**src/rtl/flash_pkg.sv**
```systemverilog
// Shared definitions for the flash write path: pacer state encoding and
// SPI flash command timing constants.
package flash_pkg;

    typedef enum logic [1:0] {
        IDLE = 2'b01,
        WAIT = 2'b10
    } state_t;

    // 2 ms at 50 MHz; covers WREN + page-program framing plus tPP(max).
    localparam int DEF_GAP_CNT     = 100000;
    localparam int BYTE_SLOT_CLKS  = 32;
    localparam int SLOTS_PER_WRITE = 11;
    localparam int WRITE_SEQ_CLKS  = BYTE_SLOT_CLKS * SLOTS_PER_WRITE;

endpackage

```
**src/rtl/flash_byte_fifo.sv**
```systemverilog
// Synchronous byte FIFO with occupancy count; read data is the word at the
// read pointer, consumed on the edge where rd_en is high.
module flash_byte_fifo
    import flash_pkg::*;
#(
    parameter int DEPTH  = 16,
    parameter int ADDR_W = 4
) (
    input  logic              clk,
    input  logic              rst_n,
    input  logic              wr_en,
    input  logic              rd_en,
    input  logic [7:0]        din,
    output logic [7:0]        dout,
    output logic [ADDR_W:0]   cnt,
    output logic              full,
    output logic              empty
);

    logic [7:0]        mem [DEPTH];
    logic [ADDR_W-1:0] wr_ptr;
    logic [ADDR_W-1:0] rd_ptr;

    always_ff @(posedge clk) begin
        if (wr_en) begin
            mem[wr_ptr] <= din;
        end
    end

    // Pointers wrap naturally since DEPTH == 2**ADDR_W.
    always_ff @(posedge clk or negedge rst_n) begin
        if (!rst_n) begin
            wr_ptr <= '0;
            rd_ptr <= '0;
            cnt    <= '0;
        end else begin
            if (wr_en) begin
                wr_ptr <= wr_ptr + 1'b1;
            end
            if (rd_en) begin
                rd_ptr <= rd_ptr + 1'b1;
            end
            case ({wr_en, rd_en})
                2'b10:   cnt <= cnt + 1'b1;
                2'b01:   cnt <= cnt - 1'b1;
                default: cnt <= cnt;
            endcase
        end
    end

    assign dout  = mem[rd_ptr];
    assign full  = (cnt == (ADDR_W+1)'(DEPTH));
    assign empty = (cnt == '0);

endmodule

```
**src/rtl/flash_wr_byte_pacer.sv**
```systemverilog
// Buffers UART bytes and releases them one at a time to the SPI flash writer,
// spacing releases by GAP_CNT+1 clocks so each page program can complete.
module flash_wr_byte_pacer
    import flash_pkg::*;
#(
    parameter int DEPTH   = 16,
    parameter int ADDR_W  = 4,
    parameter int GAP_CNT = DEF_GAP_CNT,
    parameter int GAP_W   = 17
) (
    input  logic              sys_clk,
    input  logic              sys_rst_n,
    input  logic              rx_flag,
    input  logic [7:0]        rx_data,
    input  logic              ovf_clr,
    output logic              pi_flag,
    output logic [7:0]        pi_data,
    output logic [ADDR_W:0]   fifo_cnt,
    output logic              fifo_full,
    output logic              overflow,
    output logic              busy
);

    state_t             state;
    state_t             state_nxt;
    logic               pop;
    logic               fifo_wr;
    logic               drop;
    logic               fifo_empty;
    logic [7:0]         fifo_dout;
    logic [GAP_W-1:0]   gap;
    logic               gap_done;

    // A full FIFO still accepts a byte when the same edge pops one.
    assign fifo_wr  = rx_flag && (!fifo_full || pop);
    assign drop     = rx_flag && fifo_full && !pop;
    assign gap_done = (gap == GAP_W'(GAP_CNT - 1));
    assign busy     = (state != IDLE) || (fifo_cnt != '0);

    flash_byte_fifo #(
        .DEPTH  (DEPTH),
        .ADDR_W (ADDR_W)
    ) u_fifo (
        .clk   (sys_clk),
        .rst_n (sys_rst_n),
        .wr_en (fifo_wr),
        .rd_en (pop),
        .din   (rx_data),
        .dout  (fifo_dout),
        .cnt   (fifo_cnt),
        .full  (fifo_full),
        .empty (fifo_empty)
    );

    always_ff @(posedge sys_clk or negedge sys_rst_n) begin
        if (!sys_rst_n) begin
            state <= IDLE;
        end else begin
            state <= state_nxt;
        end
    end

    always_comb begin
        state_nxt = state;
        case (state)
            IDLE:    if (!fifo_empty) state_nxt = WAIT;
            WAIT:    if (gap_done)    state_nxt = IDLE;
            default: state_nxt = IDLE;
        endcase
    end

    always_comb begin
        pop = (state == IDLE) && !fifo_empty;
    end

    always_ff @(posedge sys_clk or negedge sys_rst_n) begin
        if (!sys_rst_n) begin
            pi_flag <= 1'b0;
            pi_data <= '0;
            gap     <= '0;
        end else begin
            pi_flag <= pop;
            if (pop) begin
                pi_data <= fifo_dout;
                gap     <= '0;
            end else if (state == WAIT) begin
                gap     <= gap + 1'b1;
            end
        end
    end

    // A drop in the same cycle as a clear leaves the flag set.
    always_ff @(posedge sys_clk or negedge sys_rst_n) begin
        if (!sys_rst_n) begin
            overflow <= 1'b0;
        end else if (drop) begin
            overflow <= 1'b1;
        end else if (ovf_clr) begin
            overflow <= 1'b0;
        end
    end

endmodule

```
**config.mk**
```make
export PLATFORM = sky130hd
export DESIGN_NAME = flash_wr_byte_pacer
export DESIGN_NICKNAME = d
export VERILOG_FILES = /design/src/rtl/flash_pkg.sv /design/src/rtl/flash_byte_fifo.sv /design/src/rtl/flash_wr_byte_pacer.sv
export SDC_FILE = /design/constraint.sdc
export NUM_CORES = 1
export LEC_CHECK = 0
export BUFFER_PORTS_ARGS = -buffer_cell sky130_fd_sc_hd__buf_2
export CORE_MARGIN = 2
export CORE_UTILIZATION = 66
export CTS_CLUSTER_SIZE = 10
export DETAILED_ROUTE_END_ITERATION = 10
export PLACE_DENSITY = 0.94
export SLEW_MARGIN = 5
export SYNTH_ARGS = -nofsm -noshare
export SYNTH_HDL_FRONTEND = slang
export SYNTH_SLANG_ARGS = --single-unit
```
**constraint.sdc**
```tcl
create_clock -name sys_clk -period 4.05 [get_ports sys_clk]
set_input_delay 1.0125 -clock sys_clk [delete_from_list [all_inputs] [get_ports sys_clk]]
set_output_delay 1.0125 -clock sys_clk [all_outputs]
set_load 0.03 [all_outputs]
```
# After elaboration in Yosys (flattened, before gate mapping)
# Memories as Yosys holds them, arrays and structs flattened. A register that Yosys moved wholly into a read port is not among the register bits.
# Index checks and enable logic that the tools add are counted.
# Widths: inputs -> output; s select.
[op_classes]
n_reduce_logical = 16
add_sub_neg = 5
eq_ne = 9
muxes = 10
[op_table]
columns = ["cell", "n"]
rows = [
  ["$mux 17", 2],
  ["$add 17x1->17 const B", 1],
  ["$eq 17x17->1 const B", 1],
  ["$pmux 5 s2", 1],
  ["$add 4x1->4 const B", 2],
  ["$reduce_bool 2->1", 3],
  ["$add 5x1->5 const B", 1],
  ["$eq 5x5->1 const B", 1],
  ["$logic_not 5->1", 1],
  ["$reduce_bool 5->1", 1],
  ["$sub 5x1->5 const B", 1],
  ["$eq 2x1->1 const B", 2],
  ["$eq 2x2->1 const B", 2],
  ["$logic_and 1x1->1", 4],
  ["$logic_not 1->1", 4],
  ["$mux 1", 4],
  ["$mux 2", 2],
  ["$ne 2x2->1 const B", 2],
  ["$pmux 2 s2", 1],
  ["$logic_or 1x1->1", 2],
  ["$ne 2x1->1 const B", 1],
  ["$reduce_and 2->1", 1],
]
[totals]
mem_count = 1
ff_bits = 34
inputBits = 12
mem_bits_rw = 128
out_inout_bits = 17
[mem_list]
columns = ["name", "words", "width", "rd", "rd_ports_with_merged_regs", "wr", "line_no", "rtl"]
rows = [
  ["u_fifo.mem", 16, 8, 1, 1, 1, "flash_byte_fifo.sv:20", "logic [7:0] mem [DEPTH];"],
]

# Logic depth before layout (Yosys ltp)
[depth]
depth_word = 7
ltp_mapped = 11
depth_no_buf = 9

# Hierarchy
# From an unflattened synthesis, not the netlist that was laid out.
[hier_totals]
hier_cells = 432
hier_area_um2 = 7166.9
[modules_own_cells]
columns = ["module", "area_each_um2", "n_inst", "cells_each"]
rows = [
  ["flash_byte_fifo", 5779.3, 1, 291],
  ["flash_wr_byte_pacer", 1387.6, 1, 141],
]

# Least setup slack after synthesis
# OpenSTA, ideal clock, no wires.
[synth_path]
path_kind = "in2reg"
start = "input rx_flag"
end = "register u_fifo.cnt[4]"
stages = 11
t_arrival_ns = 2.908
required_ns = 3.906
slack_ns = 0.999
setup_time_ns = 0.144
cell_sequence = "buf_2 or3b_2 clkbuf_1 nand2_1 o31ai_1 ha_1 o31ai_1 nand2_1 a31oi_1 mux2i_1 o221ai_1"
[synth_via]
elab_chain_len = 3
[synth_lines]
columns = ["element", "line_no", "rtl"]
rows = [
  ["start: declaration", "flash_wr_byte_pacer.sv:13", "input logic rx_flag,"],
  ["$logic_and 1x1->1 *", "flash_wr_byte_pacer.sv:35", "assign fifo_wr = rx_flag && (!fifo_full || pop);"],
  ["$eq 2x1->1 / $eq 2x2->1 (equally long branches)", "flash_byte_fifo.sv:43", "case ({wr_en, rd_en})"],
  ["$pmux 5 s2 / $reduce_bool 2->1 (equally long branches)", "--", ""],
  ["end signal: assignment", "flash_byte_fifo.sv:44", "2'b10: cnt <= cnt + 1'b1;"],
  ["end signal: assignment", "flash_byte_fifo.sv:45", "2'b01: cnt <= cnt - 1'b1;"],
  ["end signal: assignment", "flash_byte_fifo.sv:46", "default: cnt <= cnt;"],
  ["end: declaration", "flash_byte_fifo.sv:15", "output logic [ADDR_W:0] cnt,"],
]
# Every way passes the cells marked *; elsewhere a longest branch is shown, timed or not.
# A chain may end at the register's enable or synchronous reset.

# Worst setup path in the final report
[layout_path]
start = "register u_fifo.cnt[0]"
end = "output fifo_full"
[layout_via]
elab_chain_len = 1
[layout_lines]
columns = ["element", "line_no", "rtl"]
rows = [
  ["$eq 5x5->1", "flash_byte_fifo.sv:52", "assign full = (cnt == (ADDR_W+1)'(DEPTH));"],
  ["end: declaration", "flash_wr_byte_pacer.sv:19", "output logic fifo_full,"],
]
# Every way passes these cells.

==> results.toml <==
[setup_path]
critPathKind = "reg2out"
cp.arrival_ns = 2.12
r2r_setup_slack_ns = 1.19
cp_data_required_time_ns = 3.04
crit_fanout = 7
reg2reg_from = "u_fifo.cnt[0]"
reg2reg_depth = 9
r2r-end = "u_fifo.cnt[4]"
endpoint_kind = "output pin"
setup.worst_path.end = "fifo_full"
start_kind = "register"
cp-startpoint = "u_fifo.cnt[0]"

[timing]
whs_ns = 0.543
period_needed_ns = 3.13
rsz0062_at_grt = "false"
slew_headroom_pct = 27.9
max_freq_mhz = 319
postLayoutSetupSlackWorst_ns = 0.920
slew_violations = 0
fin_crit_sh_pct = 77.3
setup_viol = 0
fin_setup_tns_ns = 0
hold_violations = 0
worst_pin_slew_ns = 1.08
skew_ns = 0.0136

[routing]
wl_mm = 14.4
viasPerCell = 6.53
antenna_left = 0
drt-initial-drc-count = 613
num_vias = 3904
wl_per_cell_um = 24.1
drc = 0
firstDrtPassIters = 5

[layout]
utilization_pct = 75.7
num-nets-final = 469
n_antenna_cell = 0
area_growth_pct = 11.4
drive_above_1_share_pct = 22.3

[pwr]
power_density_nw_per_um2 = 713
p_leak_nw = 2.82
vdd_drop_max_mv = 0.443
total_power_mw = 5.58

[global_route]
gr-total-overflow = 0
antenna_found_initial = 0
groute.usage.overall_pct = 28.2
grt_pass1_vias = 3992
grt_first_pass_wirelength_mm = 23.0
grt_max_degree = 43

[logic_synthesis]
avgSynthCellArea_sq_um = 16.7
yosysWarnings = 0
synth_seq_cells = 170
synth_edf_count = 128
ys_types = 46
async_flop_share_pct = 24.7
synth_area_sq_um = 7020
yosysSeqAreaShare_pct = 69.8
syn_nets = 440
yosys_most_used_dff = "edfxtp_1"
postSynthCellCount = 420

[floorplanning]
die_area_sq_um = 11500
die_h_um = 107
start_util_pct = 68.0
rows = 37
die_w_um = 107
core_sq_um = 10300
io_pins = 29

[clock_network]
numCtsBuffers = 17
clock_latency_ns = 0.54
htree_num_levels = 4
root_buffer = "clkbuf_8"
cts_setup_buffers = 0
hold_buffers = 0
cts_buffer_depth = 2
cts_tree = "built"
ctsResizeCount = 0
clock-sinks = 170
clk_pin_slew_worst_paths_ns = 0.07

[outcome]
outcome = "finished clean"

[run]
max_cap_viol_count = 0

[placement]
place_ws_ns = 0.799
dp_hpwl_mm = 8.64
numPortBuffers = 28
gp_congestion = 0.890

[hold_path]
hold_class = "reg2reg"
## cells in the mapped netlist (2+ instances only)
cell | number | area [sq um]
nor2b_1 | 3 | 18.8
mux2i_1 | 19 | 190
mux4_2 | 32 | 721
clkbuf_1 | 9 | 33.8
inv_1 | 12 | 45.0
edfxtp_1 | 128 | 3840
nor3_1 | 3 | 15.0
mux2_2 | 2 | 22.5
a221oi_1 | 8 | 70.1
o31ai_1 | 2 | 15.0
o21ai_0 | 6 | 30.0
and4_1 | 3 | 26.3
nor2_1 | 32 | 120
xor2_1 | 7 | 61.3
o41ai_1 | 2 | 17.5
and3_1 | 4 | 25.0
buf_1 | 2 | 7.51
ha_1 | 8 | 100
dfrtp_1 | 41 | 1030
a21oi_1 | 7 | 35.0
nand4_1 | 5 | 31.3
nand3_1 | 6 | 30.0
buf_2 | 7 | 35.0
or3_1 | 4 | 25.0
nand2_1 | 23 | 86.3
xnor2_1 | 13 | 114
and2_1 | 13 | 81.3
## worst min path at each step
stage                                 from               end  slack [ns]  cells past startpoint
after detailed placement          overflow          overflow        0.54                      2
after global routing              overflow          overflow        0.56                      2
after global placement    u_fifo.wr_ptr[3]  u_fifo.wr_ptr[3]        0.52                      1
after floorplan           u_fifo.wr_ptr[3]  u_fifo.wr_ptr[3]        0.49                      1
final                             overflow          overflow        0.54                      2
after CTS                         overflow          overflow        0.55                      2
## final cells by class
cell class              count  area (sq um)
clock buffers              17           414
clock inverters            15           153
fillers                   550          2510
inverters                  13          48.8
multi-input cells         218          1990
flip-flops and latches    170          4900
well taps                 136           170
repair buffers             29           148
## per-layer routing
layer,global-route usage [%],vias to the layer above,share of wire (%)
met3,6.44,34,6.9
li1,-,1665,-
met2,47.4,209,53
met5,0,-,0
met4,9.28,0,2.4
met1,36.9,1996,38
## sequential cells by signal, indices dropped and copies added (netlist names)
name,flops
pi_data,8
state,2
u_fifo.cnt,5
u_fifo.rd_ptr,4
u_fifo.wr_ptr,4
u_fifo.mem,128
pi_flag,1
overflow,1
gap,17
## logic make-up (layout without fill, tap and decap cells)
kind of cell / Yosys count / count (layout) / synth area share, %
adder cells (fa/ha/maj): 8 / 8 / 1.43
buffers and inverters: 32 / 74 / 1.94
multiplexers: 53 / 53 / 13.3
flip-flops: 170 / 170 / 69.8
AO/OA/AOI/OAI: 31 / 31 / 3.33
XOR/XNOR: 20 / 20 / 2.50
AND/OR/NAND/NOR: 106 / 106 / 7.74
## cells in the final DEF (no fill, tap or decap), types with 8 or more instances in the layout
master	instances
edfxtp_1	128
dfrtp_1	39
nor2_1	32
mux4_2	32
buf_2	28
nand2_1	23
mux2i_1	19
clkbuf_16	16
and2_1	13
xnor2_1	13
inv_1	12
a221oi_1	8
ha_1	8
## per-stage QoR
stage | cell area, sq um | std cells
final | 7820 | 598
after global routing | 7820 | 598
after CTS | 7820 | 598
after detailed placement | 7250 | 566
after global placement | 7250 | 566
after floorplan | 7020 | 420
## power breakdown
group / internal (mW) / total [mW] / switching [mW] / leakage (nW)
clock network: 0.792 / 1.54 / 0.748 / 0.276
logic: 0.695 / 1.52 / 0.823 / 0.861
registers: 2.15 / 2.52 / 0.370 / 1.68
## critical path, stage by stage (launching register included)
cell,delay (ns)
dfrtp_1,0.47
nor4_1,0.51
nand2_1,0.29
inv_1,0.12
buf_2,0.20
Power figures use the tool's default switching activity.
